### src/rtl/digitizer_scheduler_pkg.sv
// Shared types and constants for the digitizer scheduler: FSM state encoding
// and the converter bus widths.
package digitizer_scheduler_pkg;

    localparam int SEG_W = 14;
    localparam int VAL_W = 4;
    localparam logic [SEG_W-1:0] SEG_BLANK = 14'h3FFF;

    typedef enum logic [1:0] {
        ST_IDLE   = 2'd0,
        ST_DRIVE  = 2'd1,
        ST_SETTLE = 2'd2,
        ST_DONE   = 2'd3
    } sched_state_t;

endpackage

### src/rtl/digitizer_scheduler_if.sv
// Bundle between the value sources / shared converter (master) and the
// scheduler (slave).
interface digitizer_scheduler_if
    import digitizer_scheduler_pkg::*;
#(
    parameter int NUM_CH = 4
);
    logic [NUM_CH-1:0]       req;
    logic [VAL_W*NUM_CH-1:0] value;
    logic [NUM_CH-1:0]       ack;
    logic [VAL_W-1:0]        conv_in;
    logic [SEG_W-1:0]        conv_out;
    logic [SEG_W*NUM_CH-1:0] seg_out;
    logic [NUM_CH-1:0]       seg_valid;
    logic                    busy;

    modport master (
        output req, value, conv_out,
        input  ack, conv_in, seg_out, seg_valid, busy
    );

    modport slave (
        input  req, value, conv_out,
        output ack, conv_in, seg_out, seg_valid, busy
    );
endinterface

### src/rtl/digitizer_scheduler_rr_pick.sv
// Combinational round-robin picker: first requesting index after i_last_grant,
// wrapping modulo NUM_CH.
module rr_pick #(
    parameter int NUM_CH = 4
) (
    input  logic [NUM_CH-1:0]         i_req,
    input  logic [$clog2(NUM_CH)-1:0] i_last_grant,
    output logic [$clog2(NUM_CH)-1:0] o_grant,
    output logic                      o_found
);
    localparam int IDX_W = $clog2(NUM_CH);

    // Walk from the farthest offset down so the nearest requester overwrites.
    always_comb begin
        o_grant = '0;
        o_found = 1'b0;
        for (int k = NUM_CH; k >= 1; k--) begin
            if (i_req[(int'(i_last_grant) + k) % NUM_CH]) begin
                o_grant = IDX_W'((int'(i_last_grant) + k) % NUM_CH);
                o_found = 1'b1;
            end
        end
    end
endmodule

### src/rtl/digitizer_scheduler.sv
// Round-robin time-sharing of one external 2-digit 7-segment converter.
// Optional settle wait between drive and capture: DIGITIZER_SCHED_SETTLE_EN.
module digitizer_scheduler
    import digitizer_scheduler_pkg::*;
#(
    parameter int NUM_CH        = 4,
    parameter int SETTLE_CYCLES = 2
) (
    input  logic                 clock,
    input  logic                 reset,
    digitizer_scheduler_if.slave bus
);
    localparam int IDX_W = $clog2(NUM_CH);

    sched_state_t     r_state;
    sched_state_t     w_state_next;
    logic [IDX_W-1:0] r_grant;
    logic [IDX_W-1:0] r_last_grant;
    logic [IDX_W-1:0] w_grant;
    logic             w_found;
    logic             w_load;
    logic             w_capture;
    logic [VAL_W-1:0] r_conv_in;
    logic [VAL_W-1:0] w_val [NUM_CH];
    logic [NUM_CH-1:0] w_sel;

    rr_pick #(.NUM_CH(NUM_CH)) u_pick (
        .i_req        (bus.req),
        .i_last_grant (r_last_grant),
        .o_grant      (w_grant),
        .o_found      (w_found)
    );

`ifdef DIGITIZER_SCHED_SETTLE_EN
    localparam int CNT_W = (SETTLE_CYCLES > 1) ? $clog2(SETTLE_CYCLES) : 1;
    localparam logic [CNT_W-1:0] CNT_LAST = CNT_W'((SETTLE_CYCLES > 0) ? SETTLE_CYCLES - 1 : 0);
    logic [CNT_W-1:0] r_settle_cnt;

    always_ff @(posedge clock or posedge reset) begin
        if (reset) begin
            r_settle_cnt <= '0;
        end else if (r_state == ST_SETTLE) begin
            r_settle_cnt <= r_settle_cnt + CNT_W'(1);
        end else begin
            r_settle_cnt <= '0;
        end
    end
`endif

    always_ff @(posedge clock or posedge reset) begin
        if (reset) begin
            r_state <= ST_IDLE;
        end else begin
            r_state <= w_state_next;
        end
    end

    always_comb begin
        w_state_next = r_state;
        w_load       = 1'b0;
        w_capture    = 1'b0;
        case (r_state)
            ST_IDLE: begin
                if (w_found) begin
                    w_load       = 1'b1;
                    w_state_next = ST_DRIVE;
                end
            end
            ST_DRIVE: begin
`ifdef DIGITIZER_SCHED_SETTLE_EN
                if (SETTLE_CYCLES == 0) begin
                    w_capture    = 1'b1;
                    w_state_next = ST_DONE;
                end else begin
                    w_state_next = ST_SETTLE;
                end
`else
                w_capture    = 1'b1;
                w_state_next = ST_DONE;
`endif
            end
            ST_SETTLE: begin
`ifdef DIGITIZER_SCHED_SETTLE_EN
                if (r_settle_cnt == CNT_LAST) begin
                    w_capture    = 1'b1;
                    w_state_next = ST_DONE;
                end
`else
                w_state_next = ST_IDLE;
`endif
            end
            ST_DONE:  w_state_next = ST_IDLE;
            default:  w_state_next = ST_IDLE;
        endcase
    end

    // Value is sampled only at grant; conv_in then holds until the next grant.
    always_ff @(posedge clock or posedge reset) begin
        if (reset) begin
            r_conv_in    <= '0;
            r_grant      <= '0;
            r_last_grant <= IDX_W'(NUM_CH - 1);
        end else begin
            if (w_load) begin
                r_conv_in <= w_val[w_grant];
                r_grant   <= w_grant;
            end
            if (r_state == ST_DONE) begin
                r_last_grant <= r_grant;
            end
        end
    end

    generate
        for (genvar gi = 0; gi < NUM_CH; gi++) begin : g_ch
            logic [SEG_W-1:0] r_seg;
            logic             r_valid;
            logic             r_ack;

            assign w_val[gi] = bus.value[gi*VAL_W +: VAL_W];
            assign w_sel[gi] = (r_grant == IDX_W'(gi));

            always_ff @(posedge clock or posedge reset) begin
                if (reset) begin
                    r_seg   <= SEG_BLANK;
                    r_valid <= 1'b0;
                    r_ack   <= 1'b0;
                end else begin
                    r_ack <= w_capture && w_sel[gi];
                    if (w_capture && w_sel[gi]) begin
                        r_seg   <= bus.conv_out;
                        r_valid <= 1'b1;
                    end
                end
            end

            assign bus.seg_out[gi*SEG_W +: SEG_W] = r_seg;
            assign bus.seg_valid[gi]              = r_valid;
            assign bus.ack[gi]                    = r_ack;
        end

        if (NUM_CH < 2 || NUM_CH > 8 || SETTLE_CYCLES < 0) begin : g_bad_cfg
            $error("digitizer_scheduler: NUM_CH must be 2..8 and SETTLE_CYCLES >= 0");
        end
    endgenerate

    assign bus.conv_in = r_conv_in;
    assign bus.busy    = (r_state != ST_IDLE);
endmodule

### src/flat_wrapper.sv
// flat-port wrapper written by rule: the top's interface ports become plain ports
module digitizer_scheduler_flat import digitizer_scheduler_pkg::*;
#(
    parameter int NUM_CH        = 4,
    parameter int SETTLE_CYCLES = 2
)
  (clock, reset, bus_req, bus_value, bus_conv_out, bus_ack, bus_conv_in, bus_seg_out, bus_seg_valid, bus_busy);
  digitizer_scheduler_if #(.NUM_CH(NUM_CH)) bus_i ();
  input  logic clock;
  input  logic reset;
  input wire logic [$bits(bus_i.req)-1:0] bus_req;
  input wire logic [$bits(bus_i.value)-1:0] bus_value;
  input wire logic [$bits(bus_i.conv_out)-1:0] bus_conv_out;
  output wire logic [$bits(bus_i.ack)-1:0] bus_ack;
  output wire logic [$bits(bus_i.conv_in)-1:0] bus_conv_in;
  output wire logic [$bits(bus_i.seg_out)-1:0] bus_seg_out;
  output wire logic [$bits(bus_i.seg_valid)-1:0] bus_seg_valid;
  output wire logic [$bits(bus_i.busy)-1:0] bus_busy;
  assign bus_i.req = bus_req;
  assign bus_i.value = bus_value;
  assign bus_i.conv_out = bus_conv_out;
  assign bus_ack = bus_i.ack;
  assign bus_conv_in = bus_i.conv_in;
  assign bus_seg_out = bus_i.seg_out;
  assign bus_seg_valid = bus_i.seg_valid;
  assign bus_busy = bus_i.busy;
  digitizer_scheduler #(.NUM_CH(NUM_CH), .SETTLE_CYCLES(SETTLE_CYCLES)) u_core (.clock(clock), .reset(reset), .bus(bus_i));
endmodule
### config.mk
export PLATFORM = sky130hd
export DESIGN_NAME = digitizer_scheduler_flat
export DESIGN_NICKNAME = d
export VERILOG_FILES = /design/src/rtl/digitizer_scheduler_pkg.sv /design/src/rtl/digitizer_scheduler_if.sv /design/src/rtl/digitizer_scheduler_rr_pick.sv /design/src/rtl/digitizer_scheduler.sv /design/src/flat_wrapper.sv
export SDC_FILE = /design/constraint.sdc
export NUM_CORES = 1
export LEC_CHECK = 0
export ABC_AREA = 1
export CORE_MARGIN = 2
export CORE_UTILIZATION = 35
export CTS_CLUSTER_SIZE = 30
export DETAILED_ROUTE_END_ITERATION = 8
export GPL_ROUTABILITY_DRIVEN = 1
export PLACE_DENSITY = 0.66
export SLEW_MARGIN = 40
export SYNTH_ARGS = -nofsm -noshare
export SYNTH_HDL_FRONTEND = slang
export SYNTH_HIERARCHICAL = 1
export SYNTH_SLANG_ARGS = --single-unit
export TNS_END_PERCENT = 30
### constraint.sdc
create_clock -name clock -period 2.61 [get_ports clock]
set_clock_uncertainty 0.2 [all_clocks]
set_input_delay 0.522 -clock clock [delete_from_list [all_inputs] [get_ports clock]]
set_output_delay 0.522 -clock clock [all_outputs]
set_load 0.01 [all_outputs]
* Word level (Yosys, flattened, before mapping) *
Index checks and enable logic that the tools add are counted.

word-level totals
  logic and storage cells = 77
  memories = 0
  ROM bits = 0
  output and inout port bits = 69
  register bits after elaboration = 74
  bits in writable memories = 0
  input bits = 36
  bits in latches = 0

operators by class
  add/sub/neg operators = 4
  $mul = 0
  magnitude comparators = 5
  div/mod/pow operators = 0
  reductions and logical operators = 12
  muxes and demuxes = 28
  equal/unequal tests = 7
  bitwise logic cells = 5
  shifts and indexed selects = 0

operator list
  kind                   number
  $lt A3 B4 Y1 const B   4
  $mux W1                15
  $mux W2                5
  $reduce_or A2 Y1       5
  $bmux W1 S2            4
  $bmux W4 S2            1
  $eq A2 B2 Y1 const B   4
  $mux W4                2
  $pmux W2 S3            1
  $add A2 B1 Y2 const B  2
  $add A2 B2 Y2 const B  2
  $and A1 B1 Y1 const A  4
  $eq A2 B1 Y1 const B   2
  $logic_and A1 B1 Y1    4
  $logic_not A2 Y1       2
  $ge A3 B3 Y1 const B   1
  $not A2 Y3             1
  $ne A2 B2 Y1 const B   1
  $reduce_bool A2 Y1     1

* Logic depth before layout (Yosys ltp) *
Gate-level depths: netlist of the first run.

  depth after elaboration = 14
  gate-level depth with buffers = 17
  gate-level depth less buffers = 15

* Hierarchy *
The synthesis of the first run kept the hierarchy.

by module, submodules not included
  module               seq. area each (µm²)  area each (µm²)  cells each  instances
  digitizer_scheduler  1924.3                3059.2           303         1
  rr_pick              0.0                   226.5            49          1

* Worst setup path before layout of the first run *
Ideal clock, no wire load.

  path type = flip-flop to flip-flop
  start point = register u_core.r_last_grant[0]
  end point = register u_core.r_conv_in[0] (netlist: u_core/bus.conv_in[0])
  setup slack = 0.573 ns
  data required time = 2.286 ns
  path buffers = 2
  stages on the path, launching flop included = 15
  data arrival time = 1.713 ns
  library setup time = 0.124 ns
  period minus slack after synthesis = 2.037 ns
  path through = dfstp_2 buf_6 inv_8 nand2_2 nand2_1 and2_4 nor2_2 nand3_1 nand2_1 buf_2 clkinv_1 nand2_1 nand2_1 nand3_1 nand3_1

on the way
  cells in the longest elaborated chain, start to end = 12
  elaborated cells on any way between the ends = 30
  those cells by class = 4 x add/sub; 25 x mux; 1 x bitwise

RTL lines
  what                                            RTL line                                                              text
  start: declaration                              digitizer_scheduler.sv:18                                             logic [IDX_W-1:0] r_last_grant;
  start signal: assignment                        digitizer_scheduler.sv:102                                            r_last_grant <= IDX_W'(NUM_CH - 1);
  start signal: assignment                        digitizer_scheduler.sv:109                                            r_last_grant <= r_grant;
  $add A2 B1 Y2                                   digitizer_scheduler_rr_pick.sv:18, digitizer_scheduler_rr_pick.sv:19
  $bmux W1 S2                                     digitizer_scheduler_rr_pick.sv:18                                     if (i_req[(int'(i_last_grant) + k) % NUM_CH]) begin
  $mux W1 (not written as such) (2 in a row)      digitizer_scheduler_rr_pick.sv:18
  $mux W2 (3 in a row)                            digitizer_scheduler_rr_pick.sv:18
  $mux W2 (*)                                     digitizer_scheduler_rr_pick.sv:18
  via u_core.w_grant[0]                           digitizer_scheduler.sv:19                                             logic [IDX_W-1:0] w_grant;
  $not A2 Y3 (not written as such) (*)            digitizer_scheduler.sv:105                                            r_conv_in <= w_val[w_grant];
  $bmux W4 S2 (*)                                 digitizer_scheduler.sv:105
  $mux W4 (not written as such) (*) (2 in a row)  digitizer_scheduler.sv:105
  end signal: assignment                          digitizer_scheduler.sv:105
  end: declaration                                digitizer_scheduler.sv:23                                             logic [VAL_W-1:0] r_conv_in;

Mark *: on every way through the listed nets, which the timed path passes. The rest lies on a longest branch. The select of a mux whose other input is x is not followed.
A chain may end at the register's enable or synchronous reset.

* Worst setup path in the final report of the first run *
  start point = register u_core.r_state[1]
  end point = output bus_busy

on the way
  cells in the longest elaborated chain, start to end = 1

RTL lines
  what                      RTL line                    text
  start: declaration        digitizer_scheduler.sv:15   sched_state_t r_state;
  start signal: assignment  digitizer_scheduler.sv:54   r_state <= w_state_next;
  $reduce_bool A2 Y1        digitizer_scheduler.sv:148  assign bus.busy = (r_state != ST_IDLE);
  end: declaration          flat_wrapper.sv:18          output wire logic [$bits(bus_i.busy)-1:0] bus_busy;

Every way passes these cells.

==> flow_metrics.tcl, run 1 <==
set metrics [dict create \
    num_io_pins 105 \
    gp_weighted_congestion 0.8004 \
    hold_path.startpoint "u_core/g_ch[2].r_valid" \
    core_region_area_mm2 0.009153 \
    groute.usage.overall_pct 14.98 \
    number_of_synthesized_flops_with_an_enable_pin 0 \
    grt.met2_usage_pct 24.72 \
    drcViolationCount 0 \
    final_min_period_over_clock_period_pct 83.95 \
    critical-path-top-delay-family "buffers and inverters" \
    hold_buffers 0 \
    final_nets 484 \
    reg_to_reg_slack_setup_ps 480 \
    timing.critical_path.to_type "output pin" \
    cts-htree-levels 3 \
    met3_usage_pct 4.924 \
    hold_path.class "flop to flop" \
    outcome "complete, no violations" \
    floorplan.die.width_um 100.9 \
    required_time_at_the_worst_slack_endpoint_ps 1890 \
    clk_transition_reported_paths_ps 80 \
    synth_cell_type_count 23 \
    crit_path_top_delay_cell "clkdlybuf4s50_1" \
    clkLatencyLatePin_ps 340 \
    antenna-diode-count 0 \
    post-route-cell-area_mm2 0.004517 \
    placed_cell_area_mm2 0.004303 \
    first_global_vias 2510 \
    synth_async_sr_flop_share_pct 100.0 \
    post-cts-setup-buffers 0 \
    combPwrFrac_pct 46.2 \
    timing.critical_path.cells "inv_1, nand2_1, clkdlybuf4s50_1" \
    post-route-util_pct 49.35 \
    final_max_slew_viol_count 0 \
    postSynthAreaPerCell_um2 9.334 \
    synth.top_cells.by_count "nand2_1 (121), dfstp_2 (58), inv_1 (39)" \
    setup_total_negative_slack_ps 0 \
    fraction_of_power_consumed_by_sequential_logic_pct 38.6 \
    grt_pass1_wl_um 11910 \
    ys.warnings.count 6 \
    synth_top_cells_by_area "dfstp_2 (46%), nand2_1 (14%), dfrtp_1 (12%)" \
    cts_root_buffer_type "clkbuf_8" \
    ff2ff_path_depth 14 \
    synth.largest_area_cell "dfstp_2" \
    netSwitchingPower_mw 2.190 \
    power.density_mw_per_mm2 1349 \
    drtIter0Drc 148 \
    worst_slew_pin_slew_ps 620.6 \
    port-buffer-count 104 \
    drive_above_1_share_pct 22.30 \
    cts-resized-gates 0 \
    hold_slack_ps 267.4 \
    yosys_register_bits 74 \
    p_sw_share_pct 35.95 \
    floorplan.initialDensity_pct 35.90 \
    cellLeakagePower_nw 2.054 \
    vias 2574 \
    synth_top_flop_cell "dfstp_2" \
    avgViaCountPerCell 4.564 \
    worstHoldEndpoint "u_core/g_ch[2].r_valid" \
    die_y_um 100.9 \
    min_period_ps 2191 \
    grt.overflow.total 0 \
    place_ws_ps 151.5 \
    antenna_found_initial 0 \
    synth_cells 352 \
    synth_most_common_cell "nand2_1" \
    ctsLongestPathBuffers 2 \
    worst-path-buf-inv 2 \
    synth_nets 388 \
    fillers 869 \
    hpwl_um 5179 \
    worst_ep_arrival_time_ps 1470 \
    maximum_number_of_pins_on_one_net_before_global_route_repair 75 \
    cts_bufs_inserted 9 \
    flow.area_growth_from_synthesis_pct 37.47 \
    met1_usage_pct 18.92 \
    sequential_cell_area_mm2 0.001924 \
    timing_startpoint_of_the_critical_path "u_core/r_state[1]" \
    critical-path-max-stage-delay_ps 530 \
    startpoint_type "flop" \
    total_power_mw 6.091 \
    hold_depth 1 \
    timing.final.setup_violations 0 \
    wl_per_cell_um 13.13 \
    cts_tree "yes" \
    route.antenna.remaining_nets 0 \
    detail_route.wirelength_um 7405 \
    grt_setup_unrepaired "false" \
    grt-busiest-layer "met2" \
    max_freq_mhz 456.4 \
    fp.dieArea_mm2 0.01018 \
    clock_sinks 74 \
    finalNonFillerCells 564 \
    hold_fails_final_rpt 0 \
    crit-reg2reg-capture "u_core/bus.conv_in[2]" \
    drv.max_cap_violation_count 0 \
    ir_worst_vdd_uv 599.3 \
    path_class "flop to output pin" \
    timing.critical_path.fanout_max 4 \
    first_pass_iters 4 \
    multi_input_comb_area_um2 998.5 \
    power.internal_mw 3.901 \
    placed_cells_incl_taps 548 \
    synth_sequential_area_ratio_pct 58.57 \
    synth.cell_area_mm2 0.003286 \
    postLayoutSetupSlackWorst_ps 418.9 \
    synth_top_area_share_pct 46.38 \
    reg2reg_from "u_core/r_last_grant[0]" \
    maxSlewHeadroom_pct 58.58 \
    floorplan.rows 35 \
    power.clock.fraction_pct 15.2 \
]
==> how the worst max path moves through the flow <==
stage	slack, ps	cells past startpoint	end
after floorplan	100	1	u_core/bus.conv_in[0]
after global placement	240	13	u_core/bus.conv_in[3]
after detailed placement	150	13	u_core/bus.conv_in[0]
after CTS	380	3	bus_busy
after global routing	270	14	u_core/bus.conv_in[2]
final	420	3	bus_busy
==> layer usage <==
layer  wire, um  vias to the layer above
li1           -                     1281
met2       3654                       65
met5          0                        -
met4         41                        0
met3        379                        4
met1       3330                     1224
==> registers in the layout (all words and copies together), names as in the netlist <==
name                 count
u_core/g_ch.r_ack        4
u_core/r_grant           2
u_core/g_ch.r_valid      4
u_core/g_ch.r_seg       56
u_core/r_state           2
u_core/r_last_grant      2
u_core/bus.conv_in       4
==> placed cells by master, fill, tap and decap left out, drive strengths merged <==
| master | n |
|---|---|
| a21oi | 2 |
| and2 | 1 |
| buf | 3 |
| bufinv | 1 |
| clkbuf | 11 |
| clkdlybuf4s50 | 104 |
| clkinv | 2 |
| clkinvlp | 3 |
| dfrtp | 16 |
| dfstp | 58 |
| inv | 41 |
| nand2 | 125 |
| nand3 | 17 |
| nor2 | 5 |
| o21ai | 60 |
| or2 | 4 |
==> area by class of cell <==
class	count	area share [%]
Clock buffer	11	3.379
Clock inverter	5	1.357
Inverter	42	3.657
Multi-Input combinational cell	214	22.11
Sequential cell	74	42.60
Tap cell	111	3.075
Timing Repair Buffer	107	23.82
==> logic make-up (layout without fill, tap and decap cells) <==
group                  after synthesis  after routing  share of synthesized area, %
AND/OR/NAND/NOR                    152            152                         19.69
buffers and inverters               64            165                         11.04
AO/OA/AOI/OAI                       62             62                         10.70
flip-flops                          74             74                         58.57
==> worst reg2reg max path: stages, from the launching register on <==
cell and delay (ps):
dfstp_2 680, nand2_1 110, o21ai_2 90, nand2_1 90, nand2_1 60, nand2_1 60, nand2_1 60, nand2_1 40
nand2_1 70, clkinv_1 200, nand2_1 140, nand3_1 80, nand2_1 80, nand2_1 50, nand2_1 60
==> power groups by stage <==
| stage | sequential (mW) | clock [mW] | combinational, mW |
|---|---|---|---|
| floorplan | 2.54 | 0 | 1.44 |
| global placement | 2.36 | 0 | 2.77 |
| detailed placement | 2.36 | 0 | 2.85 |
| CTS | 2.36 | 0.964 | 2.85 |
| global route | 2.43 | 1.02 | 3.11 |
| finish | 2.35 | 0.926 | 2.81 |
No activity file was read; power rests on OpenSTA's default activity.
==> run 2: changes to the inputs <==
==> constraint.sdc (replaced) <==
create_clock -name clock -period 1.83 [get_ports clock]
set_clock_uncertainty 0.2 [all_clocks]
set_input_delay 0.366 -clock clock [delete_from_list [all_inputs] [get_ports clock]]
set_output_delay 0.366 -clock clock [all_outputs]
set_load 0.01 [all_outputs]
==> flow_metrics.tcl, run 2 (synthesis results as in run 1) <==
set metrics [dict create \
    path_common_cell "nand2_1" \
    drive_above_1_share_pct 29.76 \
    final_min_period_over_clock_period_pct 109.8 \
    vias 2619 \
    critical-path-max-stage-delay_ps 570 \
    sequential_cell_area_mm2 0.001924 \
    drcViolationCount 0 \
    cp.depth 14 \
    clock_sinks 74 \
    grt.met2_usage_pct 25.23 \
    p_sw_share_pct 36.75 \
    floorplan.die.width_um 100.9 \
    outcome "finished, violations left" \
    hold_buffers 0 \
    flow.area_growth_from_synthesis_pct 45.47 \
    mostFrequentLayoutCells "nand2_1 (103), dlygate4sd2_1 (58), dfstp_2 (58)" \
    mostFrequentLayoutCell "nand2_1" \
    antenna-diode-count 0 \
    power.internal_mw 5.657 \
    floorplan.initialDensity_pct 35.90 \
    antenna_found_initial 0 \
    cellLeakagePower_nw 2.371 \
    route.antenna.remaining_nets 0 \
    core_region_area_mm2 0.009153 \
    clkLatencyLatePin_ps 330 \
    worst-path-buf-inv 3 \
    combPwrFrac_pct 46.7 \
    timing.final.setup_violations 6 \
    hold_slack_ps 238.2 \
    timing.critical_path.to_type "flop" \
    port-buffer-count 104 \
    drtIter0Drc 70 \
    fp.dieArea_mm2 0.01018 \
    setup_total_negative_slack_ps -720.4 \
    clk_transition_reported_paths_ps 80 \
    first_pass_iters 4 \
    fraction_of_power_consumed_by_sequential_logic_pct 36.6 \
    detail_route.wirelength_um 7401 \
    placed_cells_incl_taps 557 \
    max_freq_mhz 497.9 \
    power.clock.fraction_pct 16.7 \
    groute.usage.overall_pct 15.09 \
    cts_root_buffer_type "clkbuf_8" \
    timing.critical_path.fanout_max 7 \
    ctsLongestPathBuffers 2 \
    fillers 847 \
    total_power_mw 8.944 \
    critical-path-top-delay-family "simple AND/OR/NAND/NOR gates" \
    ir_worst_vdd_uv 974.4 \
    grt_setup_unrepaired "true" \
    drv.max_cap_violation_count 0 \
    failed_checks "setup timing" \
    first_global_vias 2520 \
    multi_input_comb_area_mm2 0.001096 \
    maxSlewHeadroom_pct 82.66 \
    reg_to_reg_slack_setup_ps -180 \
    worst_ep_arrival_time_ps 2030 \
    worst_slew_pin_slew_ps 259.1 \
    min_period_ps 2009 \
    wl_per_cell_um 12.80 \
    grt_pass1_wl_um 12100 \
    met1_usage_pct 19.27 \
    post-route-util_pct 52.22 \
    cts_tree "yes" \
    hold_path.class "input pin to asynchronous set/reset pin" \
    reg2reg_from "u_core/r_last_grant[0]" \
    grt.overflow.total 0 \
    maximum_number_of_pins_on_one_net_before_global_route_repair 51 \
    timing.critical_path.cells "buf_12, nand2_1, nand3_2, nand2_1, inv_1, nand2_2, nand2_2, nand2_2, nand2_4, clkinv_4, nand2_1, nand2_1, nand3_1, nand3_1" \
    startpoint_type "flop" \
    crit-reg2reg-capture "u_core/bus.conv_in[0]" \
    cts-htree-levels 3 \
    hold_fails_final_rpt 0 \
    most_flop_heavy_register "u_core/g_ch.r_seg" \
    met3_usage_pct 3.537 \
    largest_register_ffs 56 \
    floorplan.rows 35 \
    gp_weighted_congestion 0.7740 \
    finalNonFillerCells 578 \
    power.density_mw_per_mm2 1871 \
    die_y_um 100.9 \
    postLayoutSetupSlackWorst_ps -178.6 \
    avgViaCountPerCell 4.531 \
    netSwitchingPower_mw 3.287 \
    final_max_slew_viol_count 0 \
    num_io_pins 105 \
    hpwl_um 5053 \
    final_nets 498 \
    ff2ff_path_depth 14 \
    cts_bufs_inserted 9 \
    timing_startpoint_of_the_critical_path "u_core/r_last_grant[0]" \
    path_class "flop to flop" \
    crit_path_top_delay_cell "dfstp_2" \
    grt-busiest-layer "met2" \
    required_time_at_the_worst_slack_endpoint_ps 1850 \
]
run 2: worst max path at each step:
stage | endpoint | slack, ps
after floorplan | u_core/bus.conv_in[3] | -30
after global placement | u_core/bus.conv_in[3] | -420
after detailed placement | u_core/bus.conv_in[0] | -490
after CTS | u_core/bus.conv_in[3] | -160
after global routing | u_core/bus.conv_in[0] | -320
final | u_core/bus.conv_in[0] | -180
run 2: worst min-delay path, cell delays in order:
cell	delay (ps)
clkdlybuf4s50_1	450
clkinvlp_4	130
buf_12	180
run 2: cell type report:
| type | count | area share, % |
|---|---|---|
| clock buffers | 9 | 2.592 |
| clock inverters | 7 | 2.408 |
| inverters | 42 | 3.639 |
| multi-input cells | 214 | 22.93 |
| flip-flops and latches | 74 | 40.26 |
| well taps | 111 | 2.906 |
| repair buffers | 120 | 25.08 |
| repair inverters | 1 | 0.1832 |
run 2: what timing repair did:
action,4_1_cts,5_1_grt
setup buffers,4,1
resized for setup,77,22
endpoints found under the hold margin,0,0
pin swaps,6,13
setup endpoints to repair,65,13
gates cloned,1,0
run 2: metrics by stage:
step	area, um2	setup slack [ps]
floorplan	3303	-26.73
global placement	4444	-420.9
detailed placement	4444	-490.6
CTS	4712	-158.3
global route	4780	-319.2
finish	4780	-178.6
run 2: power groups by stage:
stage	clock, mW	combinational, mW	sequential, mW
floorplan	0	2.11	3.62
global placement	0	4.17	3.34
detailed placement	0	4.27	3.34
CTS	1.56	4.13	3.28
global route	1.63	4.66	3.39
finish	1.50	4.18	3.27
run 2: metal layers:
metal	up-vias	part of all wire (%)
li1	1314	-
met1	1227	45
met2	67	49
met3	11	4.8
met4	0	1.5
met5	-	0
==> run 3: changes to the inputs <==
--- a/config.mk
+++ b/config.mk
@@ -6,7 +6,6 @@
 export NUM_CORES = 1
 export LEC_CHECK = 0
 export ABC_AREA = 1
-export CORE_MARGIN = 2
 export CORE_UTILIZATION = 35
 export CTS_CLUSTER_SIZE = 30
 export DETAILED_ROUTE_END_ITERATION = 8
==> flow_metrics.tcl, run 3 (synthesis results as in run 1) <==
set metrics [dict create \
    placed_cells_incl_taps 555 \
    final_max_slew_viol_count 0 \
    grt_pass1_wl_um 12480 \
    hold_fails_final_rpt 0 \
    first_global_vias 2618 \
    groute.usage.overall_pct 16.35 \
    floorplan.die.width_um 98.89 \
    startpoint_type "flop" \
    cts_root_buffer_type "clkbuf_8" \
    core_region_area_mm2 0.008891 \
    detail_route.wirelength_um 7595 \
    worst_ep_arrival_time_ps 2030 \
    outcome "finished, violations left" \
    drv.max_cap_violation_count 0 \
    min_period_ps 2001 \
    clkLatencyLatePin_ps 340 \
    final_nets 501 \
    clock_sinks 74 \
    cts_bufs_inserted 9 \
    setup_total_negative_slack_ps -686.8 \
    failed_checks "setup timing" \
    grt_setup_unrepaired "true" \
    die_y_um 98.89 \
    max_freq_mhz 499.7 \
    avgViaCountPerCell 4.576 \
    most_flop_heavy_register "u_core/g_ch.r_seg" \
    hold_path.class "flop to flop" \
    fp.dieArea_mm2 0.009779 \
    maximum_number_of_pins_on_one_net_before_global_route_repair 47 \
    postLayoutSetupSlackWorst_ps -171.1 \
    ir_worst_vdd_uv 818.9 \
    timing.critical_path.fanout_max 7 \
    mostFrequentLayoutCells "nand2_1 (99), dlygate4sd2_1 (60), dfstp_2 (58)" \
    drtIter0Drc 98 \
    floorplan.initialDensity_pct 36.95 \
    hold_slack_ps 257.3 \
    mostFrequentLayoutCell "nand2_1" \
    grt.overflow.total 0 \
    largest_register_ffs 56 \
    ctsLongestPathBuffers 2 \
    antenna_found_initial 0 \
    finalNonFillerCells 578 \
    cellLeakagePower_nw 2.381 \
    hpwl_um 5317 \
    required_time_at_the_worst_slack_endpoint_ps 1860 \
    flow.area_growth_from_synthesis_pct 47.14 \
    antenna-diode-count 0 \
    gp_weighted_congestion 0.8226 \
    post-route-util_pct 54.38 \
    timing.critical_path.to_type "flop" \
    route.antenna.remaining_nets 0 \
    drcViolationCount 0 \
    clk_transition_reported_paths_ps 70 \
    cts_tree "yes" \
    power.density_mw_per_mm2 1922 \
    port-buffer-count 104 \
    path_class "flop to flop" \
    final_min_period_over_clock_period_pct 109.3 \
    vias 2645 \
    floorplan.rows 34 \
    wl_per_cell_um 13.14 \
    drive_above_1_share_pct 31.49 \
    worst_slew_pin_slew_ps 341.3 \
    first_pass_iters 4 \
    total_power_mw 9.291 \
    hold_buffers 0 \
    maxSlewHeadroom_pct 77.25 \
    timing.final.setup_violations 5 \
    cts-htree-levels 3 \
    num_io_pins 105 \
]
==> run 3: cell count changes in the layout (fill, tap and decap cells not counted), sizes merged <==
cell          previous run  this run
buf                     16        19
bufinv                   3         5
clkbuf                   9        11
clkinv                   4         2
dlygate4sd2             58        60
dlymetal6s2s             6         4
inv                     42        40
==> run 3: layout make-up <==
class                           instances  area [um2]
Clock inverter                          5       150.1
Timing Repair inverter                  1       8.758
Timing Repair Buffer                  123        1189
Multi-Input combinational cell        214        1112
Sequential cell                        74        1924
Clock buffer                           11       141.4
Tap cell                              108       135.1
Inverter                               42       173.9
Fill cell                             808        4056
==> run 3: path summary, 6_finish.rpt <==
check                                          end                   start  slack (ps)  cells after the start
max                          u_core/bus.conv_in[0]  u_core/r_last_grant[0]        -170                     15
min                         u_core/g_ch[2].r_valid  u_core/g_ch[2].r_valid         260                      1
max reg2reg                  u_core/bus.conv_in[0]  u_core/r_last_grant[0]        -170                     15
min reg2reg                 u_core/g_ch[2].r_valid  u_core/g_ch[2].r_valid         260                      1
max in group asynchronous  u_core/g_ch[3].r_seg[7]                   reset         800                      3
min in group asynchronous     u_core/g_ch[3].r_ack                   reset         270                      3
==> run 3: metal layers <==
layer / GRT usage, % / wire length [um]
met5: 0 / 0
met1: 19.72 / 3349
met3: 4.397 / 364
met4: 5.396 / 90
met2: 28.29 / 3791
==> run 3: power by group <==
part	internal (mW)	total [mW]	switching (mW)	leakage, nW
logic	1.88	4.21	2.32	1.44
clock network	1.22	1.80	0.583	0.144
registers	2.87	3.28	0.417	0.796
total	5.97	9.29	3.32	2.38
==> run 3: repair_timing <==
action,CTS,global route
setup buffers,5,1
resized for setup,87,19
pin swaps,8,8
setup endpoints to repair,67,12
gates cloned,1,0
==> run 3: stage by stage <==
step                area (um2)  setup slack, ps
floorplan                 3303           -26.73
global placement          4423           -421.6
detailed placement        4423           -507.2
CTS                       4775           -140.4
global route              4835           -305.3
finish                    4835           -171.1
==> run 3: worst max-delay path, stage by stage (launching register included) <==
cell and delay [ps]:
dfstp_2 560, buf_12 130, inv_8 50, nand2_4 60, nand2_4 50, nand2_2 80, nand2_2 60, nand2_2 80
nand2_2 50, nand2_2 80, nand2_4 100, buf_6 140, nand2_2 40, nand2_1 50, nand3_1 80, nand3_1 80
